$ cat src/rtl/coeff_ram_streamer_if.sv
// rtl/coeff_ram_streamer_if.sv - load/unload streams and coefficient RAM ports
// Signals:
//   s_valid/s_data/s_ready     load stream into the streamer
//   m_valid/m_data/m_ready     unload stream out of the streamer
//   ram_addr_a/ram_din_a/ram_we_a   RAM write port
//   ram_addr_b/ram_dout_b/ram_we_b  RAM read port (1-cycle synchronous read)
// Modports: master = streamer side, slave = environment/RAM side.
interface coeff_ram_streamer_if #(
  parameter int WIDTH      = 32,
  parameter int ADDR_WIDTH = 8
);
  logic                  s_valid;
  logic [WIDTH-1:0]      s_data;
  logic                  s_ready;
  logic                  m_valid;
  logic [WIDTH-1:0]      m_data;
  logic                  m_ready;
  logic [ADDR_WIDTH-1:0] ram_addr_a;
  logic [WIDTH-1:0]      ram_din_a;
  logic                  ram_we_a;
  logic [ADDR_WIDTH-1:0] ram_addr_b;
  logic [WIDTH-1:0]      ram_dout_b;
  logic                  ram_we_b;

  modport master (
    input  s_valid, s_data, m_ready, ram_dout_b,
    output s_ready, m_valid, m_data,
    output ram_addr_a, ram_din_a, ram_we_a, ram_addr_b, ram_we_b
  );

  modport slave (
    output s_valid, s_data, m_ready, ram_dout_b,
    input  s_ready, m_valid, m_data,
    input  ram_addr_a, ram_din_a, ram_we_a, ram_addr_b, ram_we_b
  );
endinterface

$ cat src/rtl/coeff_ram_streamer.sv
// rtl/coeff_ram_streamer.sv - streams DEPTH coefficients into or out of a RAM
// Ports:
//   clk, rst                    clock, asynchronous active-high reset
//   start_load, start_unload    single-cycle mode requests, honoured in IDLE only
//   busy                        high while a transfer is in progress
//   done                        one-cycle pulse after the last beat of a transfer
//   bus (master)                load/unload streams and RAM ports
module coeff_ram_streamer #(
  parameter int WIDTH      = 32,
  parameter int DEPTH      = 256,
  parameter int ADDR_WIDTH = 8
) (
  input  logic clk,
  input  logic rst,
  input  logic start_load,
  input  logic start_unload,
  output logic busy,
  output logic done,
  coeff_ram_streamer_if.master bus
);

  localparam int CNT_W = ADDR_WIDTH + 1;
  localparam logic [CNT_W-1:0] DEPTH_C = CNT_W'(DEPTH);
  localparam logic [CNT_W-1:0] LAST_C  = CNT_W'(DEPTH - 1);

  typedef enum logic [1:0] {IDLE, LOAD, UNLOAD} state_t;

  state_t state_q, state_d;

  logic [CNT_W-1:0] wr_cnt_q, rd_cnt_q;
  logic             inflight_q;
  logic [WIDTH-1:0] fifo_mem_q [2];
  logic             fifo_rp_q, fifo_wp_q;
  logic [1:0]       fifo_cnt_q;
  logic             done_q;

  logic       s_ready, m_valid, wr_fire, pop, issue;
  logic       last_write, last_pop, enter_load, enter_unload;
  logic [2:0] occ;

  always_ff @(posedge clk or posedge rst) begin
    if (rst) state_q <= IDLE;
    else     state_q <= state_d;
  end

  always_comb begin
    state_d      = state_q;
    enter_load   = 1'b0;
    enter_unload = 1'b0;
    s_ready      = (state_q == LOAD);
    m_valid      = (fifo_cnt_q != 2'd0);
    wr_fire      = bus.s_valid & s_ready;
    pop          = m_valid & bus.m_ready;
    // Reads in flight plus buffered beats, less the one leaving this cycle,
    // must stay below the 2-entry FIFO so a returning read always has a slot.
    occ          = {2'b00, inflight_q} + {1'b0, fifo_cnt_q} - {2'b00, pop};
    issue        = (state_q == UNLOAD) && (rd_cnt_q < DEPTH_C) && (occ < 3'd2);
    last_write   = wr_fire && (wr_cnt_q == LAST_C);
    // All reads issued, none pending, one beat left: this pop is the last.
    last_pop     = pop && (state_q == UNLOAD) && (rd_cnt_q == DEPTH_C)
                   && !inflight_q && (fifo_cnt_q == 2'd1);
    case (state_q)
      IDLE: begin
        if (start_load) begin
          state_d    = LOAD;
          enter_load = 1'b1;
        end else if (start_unload) begin
          state_d      = UNLOAD;
          enter_unload = 1'b1;
        end
      end
      LOAD:    if (last_write) state_d = IDLE;
      UNLOAD:  if (last_pop)   state_d = IDLE;
      default: state_d = IDLE;
    endcase
  end

  always_ff @(posedge clk or posedge rst) begin
    if (rst) begin
      wr_cnt_q      <= '0;
      rd_cnt_q      <= '0;
      inflight_q    <= 1'b0;
      fifo_mem_q[0] <= '0;
      fifo_mem_q[1] <= '0;
      fifo_rp_q     <= 1'b0;
      fifo_wp_q     <= 1'b0;
      fifo_cnt_q    <= 2'd0;
      done_q        <= 1'b0;
    end else begin
      done_q <= last_write | last_pop;

      if (enter_load)   wr_cnt_q <= '0;
      else if (wr_fire) wr_cnt_q <= wr_cnt_q + 1'b1;

      if (enter_unload) rd_cnt_q <= '0;
      else if (issue)   rd_cnt_q <= rd_cnt_q + 1'b1;

      // RAM data is valid the cycle after the read address was presented.
      inflight_q <= issue;
      if (inflight_q) begin
        fifo_mem_q[fifo_wp_q] <= bus.ram_dout_b;
        fifo_wp_q             <= ~fifo_wp_q;
      end
      if (pop) fifo_rp_q <= ~fifo_rp_q;
      fifo_cnt_q <= fifo_cnt_q + {1'b0, inflight_q} - {1'b0, pop};
    end
  end

  assign busy           = (state_q != IDLE);
  assign done           = done_q;
  assign bus.s_ready    = s_ready;
  assign bus.m_valid    = m_valid;
  assign bus.m_data     = fifo_mem_q[fifo_rp_q];
  assign bus.ram_we_a   = wr_fire;
  assign bus.ram_addr_a = wr_cnt_q[ADDR_WIDTH-1:0];
  // Write data follows the load stream but is forced quiet while in reset.
  assign bus.ram_din_a  = rst ? '0 : bus.s_data;
  assign bus.ram_addr_b = rd_cnt_q[ADDR_WIDTH-1:0];
  assign bus.ram_we_b   = 1'b0;

endmodule

$ cat src/flat_wrapper.sv
// flat-port wrapper written by rule: the top's interface ports become plain ports
module coeff_ram_streamer_flat 
#(
  parameter int WIDTH      = 32,
  parameter int DEPTH      = 256,
  parameter int ADDR_WIDTH = 8
)
  (clk, rst, start_load, start_unload, busy, done, bus_s_valid, bus_s_data, bus_m_ready, bus_ram_dout_b, bus_s_ready, bus_m_valid, bus_m_data, bus_ram_addr_a, bus_ram_din_a, bus_ram_we_a, bus_ram_addr_b, bus_ram_we_b);
  coeff_ram_streamer_if #(.WIDTH(WIDTH), .ADDR_WIDTH(ADDR_WIDTH)) bus_i ();
  input  logic clk;
  input  logic rst;
  input  logic start_load;
  input  logic start_unload;
  output logic busy;
  output logic done;
  input wire logic [$bits(bus_i.s_valid)-1:0] bus_s_valid;
  input wire logic [$bits(bus_i.s_data)-1:0] bus_s_data;
  input wire logic [$bits(bus_i.m_ready)-1:0] bus_m_ready;
  input wire logic [$bits(bus_i.ram_dout_b)-1:0] bus_ram_dout_b;
  output wire logic [$bits(bus_i.s_ready)-1:0] bus_s_ready;
  output wire logic [$bits(bus_i.m_valid)-1:0] bus_m_valid;
  output wire logic [$bits(bus_i.m_data)-1:0] bus_m_data;
  output wire logic [$bits(bus_i.ram_addr_a)-1:0] bus_ram_addr_a;
  output wire logic [$bits(bus_i.ram_din_a)-1:0] bus_ram_din_a;
  output wire logic [$bits(bus_i.ram_we_a)-1:0] bus_ram_we_a;
  output wire logic [$bits(bus_i.ram_addr_b)-1:0] bus_ram_addr_b;
  output wire logic [$bits(bus_i.ram_we_b)-1:0] bus_ram_we_b;
  assign bus_i.s_valid = bus_s_valid;
  assign bus_i.s_data = bus_s_data;
  assign bus_i.m_ready = bus_m_ready;
  assign bus_i.ram_dout_b = bus_ram_dout_b;
  assign bus_s_ready = bus_i.s_ready;
  assign bus_m_valid = bus_i.m_valid;
  assign bus_m_data = bus_i.m_data;
  assign bus_ram_addr_a = bus_i.ram_addr_a;
  assign bus_ram_din_a = bus_i.ram_din_a;
  assign bus_ram_we_a = bus_i.ram_we_a;
  assign bus_ram_addr_b = bus_i.ram_addr_b;
  assign bus_ram_we_b = bus_i.ram_we_b;
  coeff_ram_streamer #(.WIDTH(WIDTH), .DEPTH(DEPTH), .ADDR_WIDTH(ADDR_WIDTH)) u_core (.clk(clk), .rst(rst), .start_load(start_load), .start_unload(start_unload), .busy(busy), .done(done), .bus(bus_i));
endmodule
$ cat config.mk
export PLATFORM = sky130hd
export DESIGN_NAME = coeff_ram_streamer_flat
export DESIGN_NICKNAME = d
export VERILOG_FILES = /design/src/rtl/coeff_ram_streamer_if.sv /design/src/rtl/coeff_ram_streamer.sv /design/src/flat_wrapper.sv
export SDC_FILE = /design/constraint.sdc
export NUM_CORES = 1
export LEC_CHECK = 0
export ABC_AREA = 1
export CORE_MARGIN = 4
export CORE_UTILIZATION = 40
export DETAILED_ROUTE_END_ITERATION = 8
export PLACE_DENSITY = 0.71
export SLEW_MARGIN = 20
export SYNTH_ARGS = -nofsm -noshare
export SYNTH_HDL_FRONTEND = slang
export SYNTH_SLANG_ARGS = --single-unit
$ cat constraint.sdc
create_clock -name clk -period 4.7 [get_ports clk]
set_clock_uncertainty 0.05 [all_clocks]
set_input_delay 0.94 -clock clk [delete_from_list [all_inputs] [get_ports clk]]
set_output_delay 0.94 -clock clk [all_outputs]
set_load 0.01 [all_outputs]
==> results of run 1 <==
power groups by stage:
stage	sequential (uW)	clock [uW]	combinational, uW
floorplan	1160	0	880
global placement	1190	0	1420
detailed placement	1210	0	1450
CTS	1200	762	1460
global route	1240	790	1590
finish	1200	739	1440
metrics by stage:
stage,hold WS [ns],power (uW),setup WS [ns],cell area (um^2)
6_report,0.431,3380,0.925,6550
5_1_grt,0.454,3620,0.758,6550
4_1_cts,0.433,3430,0.951,6550
3_5_place_dp,0.416,2670,0.951,6230
3_3_place_gp,0.410,2610,1.05,6230
2_1_floorplan,0.398,2040,1.02,4720
metal layers:
layer	track usage, %	share of wire [%]	up-vias
li1	-	-	1971
met1	23.0	44	1858
met2	29.8	49	102
met3	4.15	5.9	16
met4	4.36	1.2	0
met5	0	0	-
cells by family after synthesis:
family                   Yosys count  synth area share, %
other                              1               0.0794
AO/OA/AOI/OAI                     76                 9.99
adder cells (fa/ha/maj)            6                 1.75
flip-flops                        90                 47.7
multiplexers                      32                 7.63
XOR/XNOR                           2                0.371
buffers and inverters            129                 12.7
AND/OR/NAND/NOR                  222                 19.8
final cells by class:
type                       instances  area share (%)
timing repair buffer             158            24.2
sequential                        90            34.4
clock buffer                      11            3.86
clock inverter                     5           0.936
multi-input combinational        339            28.7
inverter                          91            5.23
tap                              143            2.73
sequential cells by signal, indices dropped and copies added (netlist names):
signal and cells:
u_core.fifo_mem_q 64, u_core.state_q 2, u_core.fifo_cnt_q 2, u_core.wr_cnt_q 9
u_core.fifo_wp_q 1, u_core.rd_cnt_q 9, u_core.done 1, u_core.inflight_q 1
u_core.fifo_rp_q 1
final timing paths:
| kind | start | slack [ns] | end | cells past startpoint |
|---|---|---|---|---|
| max in group asynchronous | rst | 2.23 | u_core.fifo_mem_q[44] | 3 |
| min in group asynchronous | rst | 1.68 | u_core.fifo_mem_q[0] | 2 |
| min | u_core.fifo_mem_q[60] | 0.43 | u_core.fifo_mem_q[60] | 2 |
| max reg2reg | u_core.fifo_cnt_q[1] | 2.29 | u_core.rd_cnt_q[8] | 13 |
| min reg2reg | u_core.fifo_mem_q[60] | 0.43 | u_core.fifo_mem_q[60] | 2 |
| max | rst | 0.92 | bus_ram_din_a[30] | 3 |
cell usage in the layout, fill, tap and decap left out, types with 2 or more instances in the layout:
cell type / instances
nand2_1: 139
buf_4: 3
o21ai_0: 37
nand3_1: 12
mux2_2: 32
inv_1: 86
dfrtp_1: 90
a21oi_1: 5
nand4_1: 5
nor2_4: 3
o21ai_1: 9
ha_1: 5
nor2_1: 51
clkinvlp_4: 3
clkbuf_16: 9
o21ai_2: 23
inv_2: 4
clkdlybuf4s50_1: 154
or2_2: 3
clkbuf_8: 2
nand2_2: 2
worst max-delay path, stage by stage:
cell and delay, ns:
clkdlybuf4s50_1 0.94, nor2_1 0.32, clkdlybuf4s50_1 0.58
==> results.sh, run 1 <==
export IMPL_cp_max_fo=33
export IMPL_netlist_area_leader_share_pct=47.7
export IMPL_start_util_pct=41.2
export IMPL_yosysTopAreaCell="dfrtp_1"
export IMPL_io_pins=156
export IMPL_dp_hpwl_um=8440
export IMPL_hold_violations=0
export IMPL_powerDensity_mw_per_mm2=516
export IMPL_ff_latch_area_mm2=0.00225
export IMPL_antenna_left=0
export IMPL_die_y_um=117
export IMPL_total_leakage_power_uw=0.00319
export IMPL_rows=39
export IMPL_cts_buffers=9
export IMPL_fin_crit_ns=3.78
export IMPL_p_int_uw=2250
export IMPL_dp_cells=821
export IMPL_insertion_delay_ns=0.33
export IMPL_required_ns=3.71
export IMPL_syn_inst=558
export IMPL_run_status="finished, final reports clean"
export IMPL_grt_pass1_wl_um=19200
export IMPL_p_sw_uw=1130
export IMPL_critPathArrivalTime_ns=2.79
export IMPL_synth_edf_count=0
export IMPL_ys_types=33
export IMPL_hold_path_class="register to register"
export IMPL_fillers=1003
export IMPL_dieArea_mm2=0.0136
export IMPL_clk_pin_slew_ns=0.06
export IMPL_max_slew_worst_pin_slew_ns=1.03
export IMPL_areaGrowthSynthToFinish_pct=38.7
export IMPL_tritoncts="done"
export IMPL_synthFlopType="dfrtp_1"
export IMPL_core_mm2=0.0115
export IMPL_antenna_found_initial=0
export IMPL_dr_pass1_iters=5
export IMPL_drive_gt1_share_pct=13.3
export IMPL_yosys_warnings=0
export IMPL_antenna_cells=0
export IMPL_synth_area_mm2=0.00472
export IMPL_vdd_drop_max_v=0.000409
export IMPL_h_tree_depth=3
export IMPL_synth_seq_cells=90
export IMPL_async_flop_share_pct=100
export IMPL_cts_path_max_buffers=2
export IMPL_slew_headroom_pct=31.0
export IMPL_root_buffer="clkbuf_16"
export IMPL_first_global_vias=3992
export IMPL_drtIter0Drc=278
export IMPL_place_congestion=0.877
export IMPL_rsz0062_at_grt="false"
export IMPL_p_comb_share_pct=42.5
export IMPL_finalSetupViolCount=0
export IMPL_p_clk_share_pct=21.9
export IMPL_via_count=3947
export IMPL_cts_hold_repair_buffers=0
export IMPL_worstSetupEndpointType="output port"
export IMPL_critPathLaunchType="input pin"
export IMPL_cts_resized_gates=0
export IMPL_drv_slew=0
export IMPL_fin_util_pct=57.1
export IMPL_drc=0
export IMPL_routedWlPerCell_um=13.9
export IMPL_via_per_inst=4.72
export IMPL_grt_use_total_pct=17.6
export IMPL_grt_max_degree=65
export IMPL_synthTopCellsByCount="nand2_1 (140), dfrtp_1 (90), inv_1 (87)"
export IMPL_fin_crit_sh_pct=80.3
export IMPL_synth_area_leaders="dfrtp_1 (48%), nand2_1 (11%), mux2_2 (7.6%)"
export IMPL_final_cells=837
export IMPL_critPathKind="input pin to output port"
export IMPL_fin_setup_tns_ns=0
export IMPL_avgSynthCellArea_um2=8.46
export IMPL_cts_sinks=90
export IMPL_layout_nets=765
export IMPL_die_w_um=117
export IMPL_overflow=0
export IMPL_netSwitchingFraction_pct=33.3
export IMPL_yosys_cell_count_top_type="nand2_1"
export IMPL_placement_io_buffers=154
export IMPL_p_seq_share_pct=35.6
export IMPL_maxCapViolCount=0
export IMPL_cts_setup_buffers=0
export IMPL_syn_nets=634
export IMPL_wl_um=11600
export IMPL_synth_seq_area_share_pct=47.7
export IMPL_fmax_mhz=265
export IMPL_multiInputGateArea_mm2=0.00188
Power figures use the tool's default switching activity.
==> run 2: changes to the inputs <==
--- a/config.mk
+++ b/config.mk
@@ -9,7 +9,7 @@
 export CORE_MARGIN = 4
 export CORE_UTILIZATION = 40
 export DETAILED_ROUTE_END_ITERATION = 8
-export PLACE_DENSITY = 0.71
+export PLACE_DENSITY = 0.74
 export SLEW_MARGIN = 20
 export SYNTH_ARGS = -nofsm -noshare
 export SYNTH_HDL_FRONTEND = slang
==> constraint.sdc (replaced) <==
create_clock -name clk -period 3.3 [get_ports clk]
set_clock_uncertainty 0.05 [all_clocks]
set_input_delay 0.66 -clock clk [delete_from_list [all_inputs] [get_ports clk]]
set_output_delay 0.66 -clock clk [all_outputs]
set_load 0.01 [all_outputs]
==> results.sh, run 2 (synthesized netlist as in run 1, its figures left out) <==
export IMPL_worst_slack_ns=0.562
export IMPL_dp_cells=821
export IMPL_placement_io_buffers=154
export IMPL_dieArea_mm2=0.0136
export IMPL_die_y_um=117
export IMPL_total_leakage_power_uw=0.00319
export IMPL_hold_violations=0
export IMPL_cts_path_max_buffers=2
export IMPL_hp_start="u_core.fifo_mem_q[35]"
export IMPL_fmax_mhz=365
export IMPL_io_pins=156
export IMPL_p_int_uw=3180
export IMPL_run_status="finished, final reports clean"
export IMPL_layout_nets=765
export IMPL_via_per_inst=4.70
export IMPL_cp_max_fo=32
export IMPL_antenna_found_initial=0
export IMPL_grt_use_total_pct=18.2
export IMPL_core_mm2=0.0115
export IMPL_hold_path_class="register to register"
export IMPL_largest_reg_flops=64
export IMPL_via_count=3934
export IMPL_clk_pin_slew_ns=0.06
export IMPL_tritoncts="done"
export IMPL_fin_setup_tns_ns=0
export IMPL_netSwitchingFraction_pct=33.9
export IMPL_r2r_start="u_core.fifo_cnt_q[1]"
export IMPL_dp_slack_ns=0.391
export IMPL_p_comb_share_pct=42.9
export IMPL_cts_resized_gates=0
export IMPL_slew_headroom_pct=57.9
export IMPL_grt_pass1_wl_um=19900
export IMPL_reg_largest_list="u_core.fifo_mem_q (64), u_core.rd_cnt_q (9), u_core.wr_cnt_q (9)"
export IMPL_drive_gt1_share_pct=13.1
export IMPL_maxCapViolCount=0
export IMPL_worstSetupEndpointType="output port"
export IMPL_antenna_cells=0
export IMPL_layout_common_cells="clkdlybuf4s50_1 (154), nand2_1 (139), dfrtp_1 (90), inv_1 (86), nor2_1 (51)"
export IMPL_fillers=984
export IMPL_grt_max_degree=91
export IMPL_die_w_um=117
export IMPL_insertion_delay_ns=0.34
export IMPL_drv_slew=0
export IMPL_cts_sinks=90
export IMPL_place_congestion=0.850
export IMPL_routedWlPerCell_um=14.1
export IMPL_fin_util_pct=57.2
export IMPL_startpoint="u_core.fifo_rp_q"
export IMPL_finalSetupViolCount=0
export IMPL_antenna_left=0
export IMPL_required_ns=2.59
export IMPL_rows=39
export IMPL_fin_crit_sh_pct=83.0
export IMPL_h_tree_depth=3
export IMPL_final_common_cell="clkdlybuf4s50_1"
export IMPL_wl_um=11800
export IMPL_regMostFlops="u_core.fifo_mem_q"
export IMPL_overflow=0
export IMPL_cts_hold_repair_buffers=0
export IMPL_p_sw_uw=1630
export IMPL_critPathLaunchType="register"
export IMPL_critPathKind="register to output port"
export IMPL_areaGrowthSynthToFinish_pct=38.8
export IMPL_drc=0
export IMPL_critPathArrivalTime_ns=2.03
export IMPL_first_global_vias=4112
export IMPL_start_util_pct=41.2
export IMPL_cts_setup_buffers=0
export IMPL_p_seq_share_pct=35.6
export IMPL_powerDensity_mw_per_mm2=734
export IMPL_root_buffer="clkbuf_16"
export IMPL_dr_pass1_iters=4
export IMPL_max_slew_worst_pin_slew_ns=0.632
export IMPL_final_cells=837
export IMPL_drtIter0Drc=270
export IMPL_vdd_drop_max_v=0.000494
export IMPL_fin_crit_ns=2.74
export IMPL_cts_buffers=9
export IMPL_rsz0062_at_grt="false"
export IMPL_dp_hpwl_um=8260
export IMPL_p_clk_share_pct=21.6
[run 2: cell type report]
cell class | count | area (um^2) | share of cell area, %
clock buffers | 10 | 229 | 3.49
clock inverters | 6 | 73.8 | 1.13
inverters | 91 | 345 | 5.27
multi-input cells | 339 | 1880 | 28.7
flip-flops and latches | 90 | 2250 | 34.4
well taps | 143 | 179 | 2.73
repair buffers | 158 | 1600 | 24.4
[run 2: path summary, 6_finish.rpt]
check	end	slack [ns]	cells after the start
worst max-delay path	bus_m_data[10]	0.56	3
worst min-delay path	u_core.fifo_mem_q[35]	0.43	2
worst max register to register	u_core.rd_cnt_q[6]	0.82	13
worst min register to register	u_core.fifo_mem_q[35]	0.43	2
max in group asynchronous	u_core.wr_cnt_q[1]	1.84	4
min in group asynchronous	u_core.rd_cnt_q[2]	0.96	4
[run 2: per-stage QoR]
step | hold slack, ns | power [uW] | cell area [um^2]
final | 0.430 | 4810 | 6560
after global routing | 0.446 | 5160 | 6560
after CTS | 0.429 | 4870 | 6550
after detailed placement | 0.417 | 3790 | 6250
after global placement | 0.410 | 3720 | 6250
after floorplan | 0.398 | 2910 | 4730
[run 2: power by group through the flow]
stage | clock [uW] | combinational [uW] | sequential, uW
after floorplan | 0 | 1250 | 1660
after global placement | 0 | 2020 | 1700
after detailed placement | 0 | 2070 | 1720
after CTS | 1080 | 2090 | 1710
after global routing | 1120 | 2270 | 1760
final | 1040 | 2060 | 1710
[run 2: layer usage]
metal,GRT usage (%),vias to the layer above,part of all wire [%]
li1,-,1976,-
met1,24.0,1838,44
met2,30.5,105,49
met3,4.04,15,5.3
met4,4.89,0,1.1
met5,0,-,0
[run 2: critical path: stages (launching register included)]
cell and delay (ns):
dfrtp_1 0.37, buf_4 0.42, mux2_2 0.40, clkdlybuf4s50_1 0.49
==> run 3: changes to the inputs <==
--- a/config.mk
+++ b/config.mk
@@ -9,7 +9,7 @@
 export CORE_MARGIN = 4
 export CORE_UTILIZATION = 40
 export DETAILED_ROUTE_END_ITERATION = 8
-export PLACE_DENSITY = 0.74
+export PLACE_DENSITY = 0.71
 export SLEW_MARGIN = 20
 export SYNTH_ARGS = -nofsm -noshare
 export SYNTH_HDL_FRONTEND = slang
==> constraint.sdc (replaced) <==
create_clock -name clk -period 2.6 [get_ports clk]
set_clock_uncertainty 0.05 [all_clocks]
set_input_delay 0.52 -clock clk [delete_from_list [all_inputs] [get_ports clk]]
set_output_delay 0.52 -clock clk [all_outputs]
set_load 0.01 [all_outputs]
==> results.sh, run 3 (synthesized netlist as in run 1, its figures left out) <==
export IMPL_cts_sinks=90
export IMPL_final_common_cell="clkdlybuf4s50_1"
export IMPL_rows=39
export IMPL_powerDensity_mw_per_mm2=917
export IMPL_max_slew_worst_pin_slew_ns=0.561
export IMPL_layout_common_cells="clkdlybuf4s50_1 (154), nand2_1 (139), dfrtp_1 (90), inv_1 (85), nor2_1 (51)"
export IMPL_core_mm2=0.0115
export IMPL_reg_largest_list="u_core.fifo_mem_q (64), u_core.rd_cnt_q (9), u_core.wr_cnt_q (9)"
export IMPL_die_y_um=117
export IMPL_dp_hpwl_um=8300
export IMPL_maxCapViolCount=0
export IMPL_root_buffer="clkbuf_16"
export IMPL_hold_path_class="register to register"
export IMPL_tritoncts="done"
export IMPL_crit_chain="buf_12 -> mux2_2 -> clkdlybuf4s50_1"
export IMPL_hold_violations=0
export IMPL_finalSetupViolCount=0
export IMPL_wl_um=11600
export IMPL_power_uw=6040
export IMPL_fin_area_mm2=0.00659
export IMPL_final_cells=840
export IMPL_total_leakage_power_uw=0.00320
export IMPL_grt_max_degree=91
export IMPL_via_count=3918
export IMPL_drv_slew=0
export IMPL_die_w_um=117
export IMPL_critPathLaunchType="register"
export IMPL_layout_nets=768
export IMPL_slew_headroom_pct=62.5
export IMPL_fin_crit_ns=2.46
export IMPL_areaGrowthSynthToFinish_pct=39.5
export IMPL_cts_resized_gates=0
export IMPL_required_ns=2.03
export IMPL_dp_cells=824
export IMPL_via_per_inst=4.66
export IMPL_insertion_delay_ns=0.34
export IMPL_clk_pin_slew_ns=0.06
export IMPL_drive_gt1_share_pct=13.6
export IMPL_drc=0
export IMPL_vdd_drop_max_v=0.000572
export IMPL_dr_pass1_iters=4
export IMPL_cp_max_fo=31
export IMPL_routedWlPerCell_um=13.8
export IMPL_io_pins=156
export IMPL_antenna_cells=0
export IMPL_fin_crit_sh_pct=94.5
export IMPL_critPathArrivalTime_ns=1.89
export IMPL_critPathKind="register to output port"
export IMPL_dieArea_mm2=0.0136
export IMPL_worstSetupEndpointType="output port"
export IMPL_first_global_vias=3987
export IMPL_rsz0062_at_grt="false"
export IMPL_run_status="finished, final reports clean"
export IMPL_grt_pass1_wl_um=19300
export IMPL_drtIter0Drc=177
export IMPL_largest_reg_flops=64
export IMPL_cts_hold_repair_buffers=0
export IMPL_placement_io_buffers=154
export IMPL_max_stage_delay_ns=0.50
export IMPL_cts_path_max_buffers=2
export IMPL_cts_buffers=9
export IMPL_antenna_found_initial=0
export IMPL_h_tree_depth=3
export IMPL_worst_slack_ns=0.143
export IMPL_dp_slack_ns=-0.0471
export IMPL_cts_setup_buffers=0
export IMPL_fillers=1026
export IMPL_antenna_left=0
export IMPL_start_util_pct=41.2
export IMPL_fin_setup_tns_ns=0
export IMPL_overflow=0
export IMPL_grt_use_total_pct=17.9
export IMPL_place_congestion=0.804
export IMPL_fmax_mhz=407
export IMPL_placed_area_mm2=0.00631
export IMPL_cp_slowest_cell="clkdlybuf4s50_1"
export IMPL_regMostFlops="u_core.fifo_mem_q"
-- run 3: cell count changes in the layout (fill, tap and decap cells not counted), sizes merged --
cell,delta
bufinv,-1
clkinv,+3
clkinvlp,-1
inv,-1
buf,+3
-- run 3: path summary, 6_finish.rpt --
kind | startpoint | endpoint | slack (ns) | cells after the start
max in group asynchronous | rst | u_core.wr_cnt_q[5] | 1.32 | 4
setup reg to reg | u_core.fifo_cnt_q[1] | u_core.rd_cnt_q[8] | 0.29 | 16
min in group asynchronous | rst | u_core.rd_cnt_q[7] | 0.80 | 4
setup / recovery | u_core.fifo_rp_q | bus_m_data[26] | 0.14 | 3
hold reg to reg | u_core.fifo_mem_q[19] | u_core.fifo_mem_q[19] | 0.43 | 2
hold / removal | u_core.fifo_mem_q[19] | u_core.fifo_mem_q[19] | 0.43 | 2
-- run 3: final cells by class --
type	count	area, um^2	share of cell area, %
flip-flops and latches	90	2250	34.2
multi-input cells	339	1870	28.5
repair buffers	161	1660	25.1
inverters	91	345	5.24
clock buffers	10	229	3.48
well taps	143	179	2.72
clock inverters	6	51.3	0.779
-- run 3: routing by layer --
metal | up-vias | GRT usage [%] | wire, um
met5 | - | 0 | 0
met4 | 0 | 4.28 | 102
met3 | 10 | 4.61 | 580
met2 | 95 | 29.4 | 5740
met1 | 1839 | 23.9 | 5190
li1 | 1974 | - | -
-- run 3: report_power, final --
part | switching, uW | total, uW | internal (uW)
combinational | 1200 | 2640 | 1440
clock | 558 | 1220 | 660
sequential | 309 | 2180 | 1870
-- run 3: per-stage QoR --
step	hold slack, ns	utilization [%]
2_1_floorplan	0.398	-
3_3_place_gp	0.410	55.0
3_5_place_dp	0.417	55.0
4_1_cts	0.431	57.4
5_1_grt	0.439	57.4
6_report	0.430	57.4
-- run 3: critical path: cells and delay by family (launching register included) --
kind	cells	cell delay [ns]
flops	1	0.43
mux	1	0.36
buf+inv	2	0.74
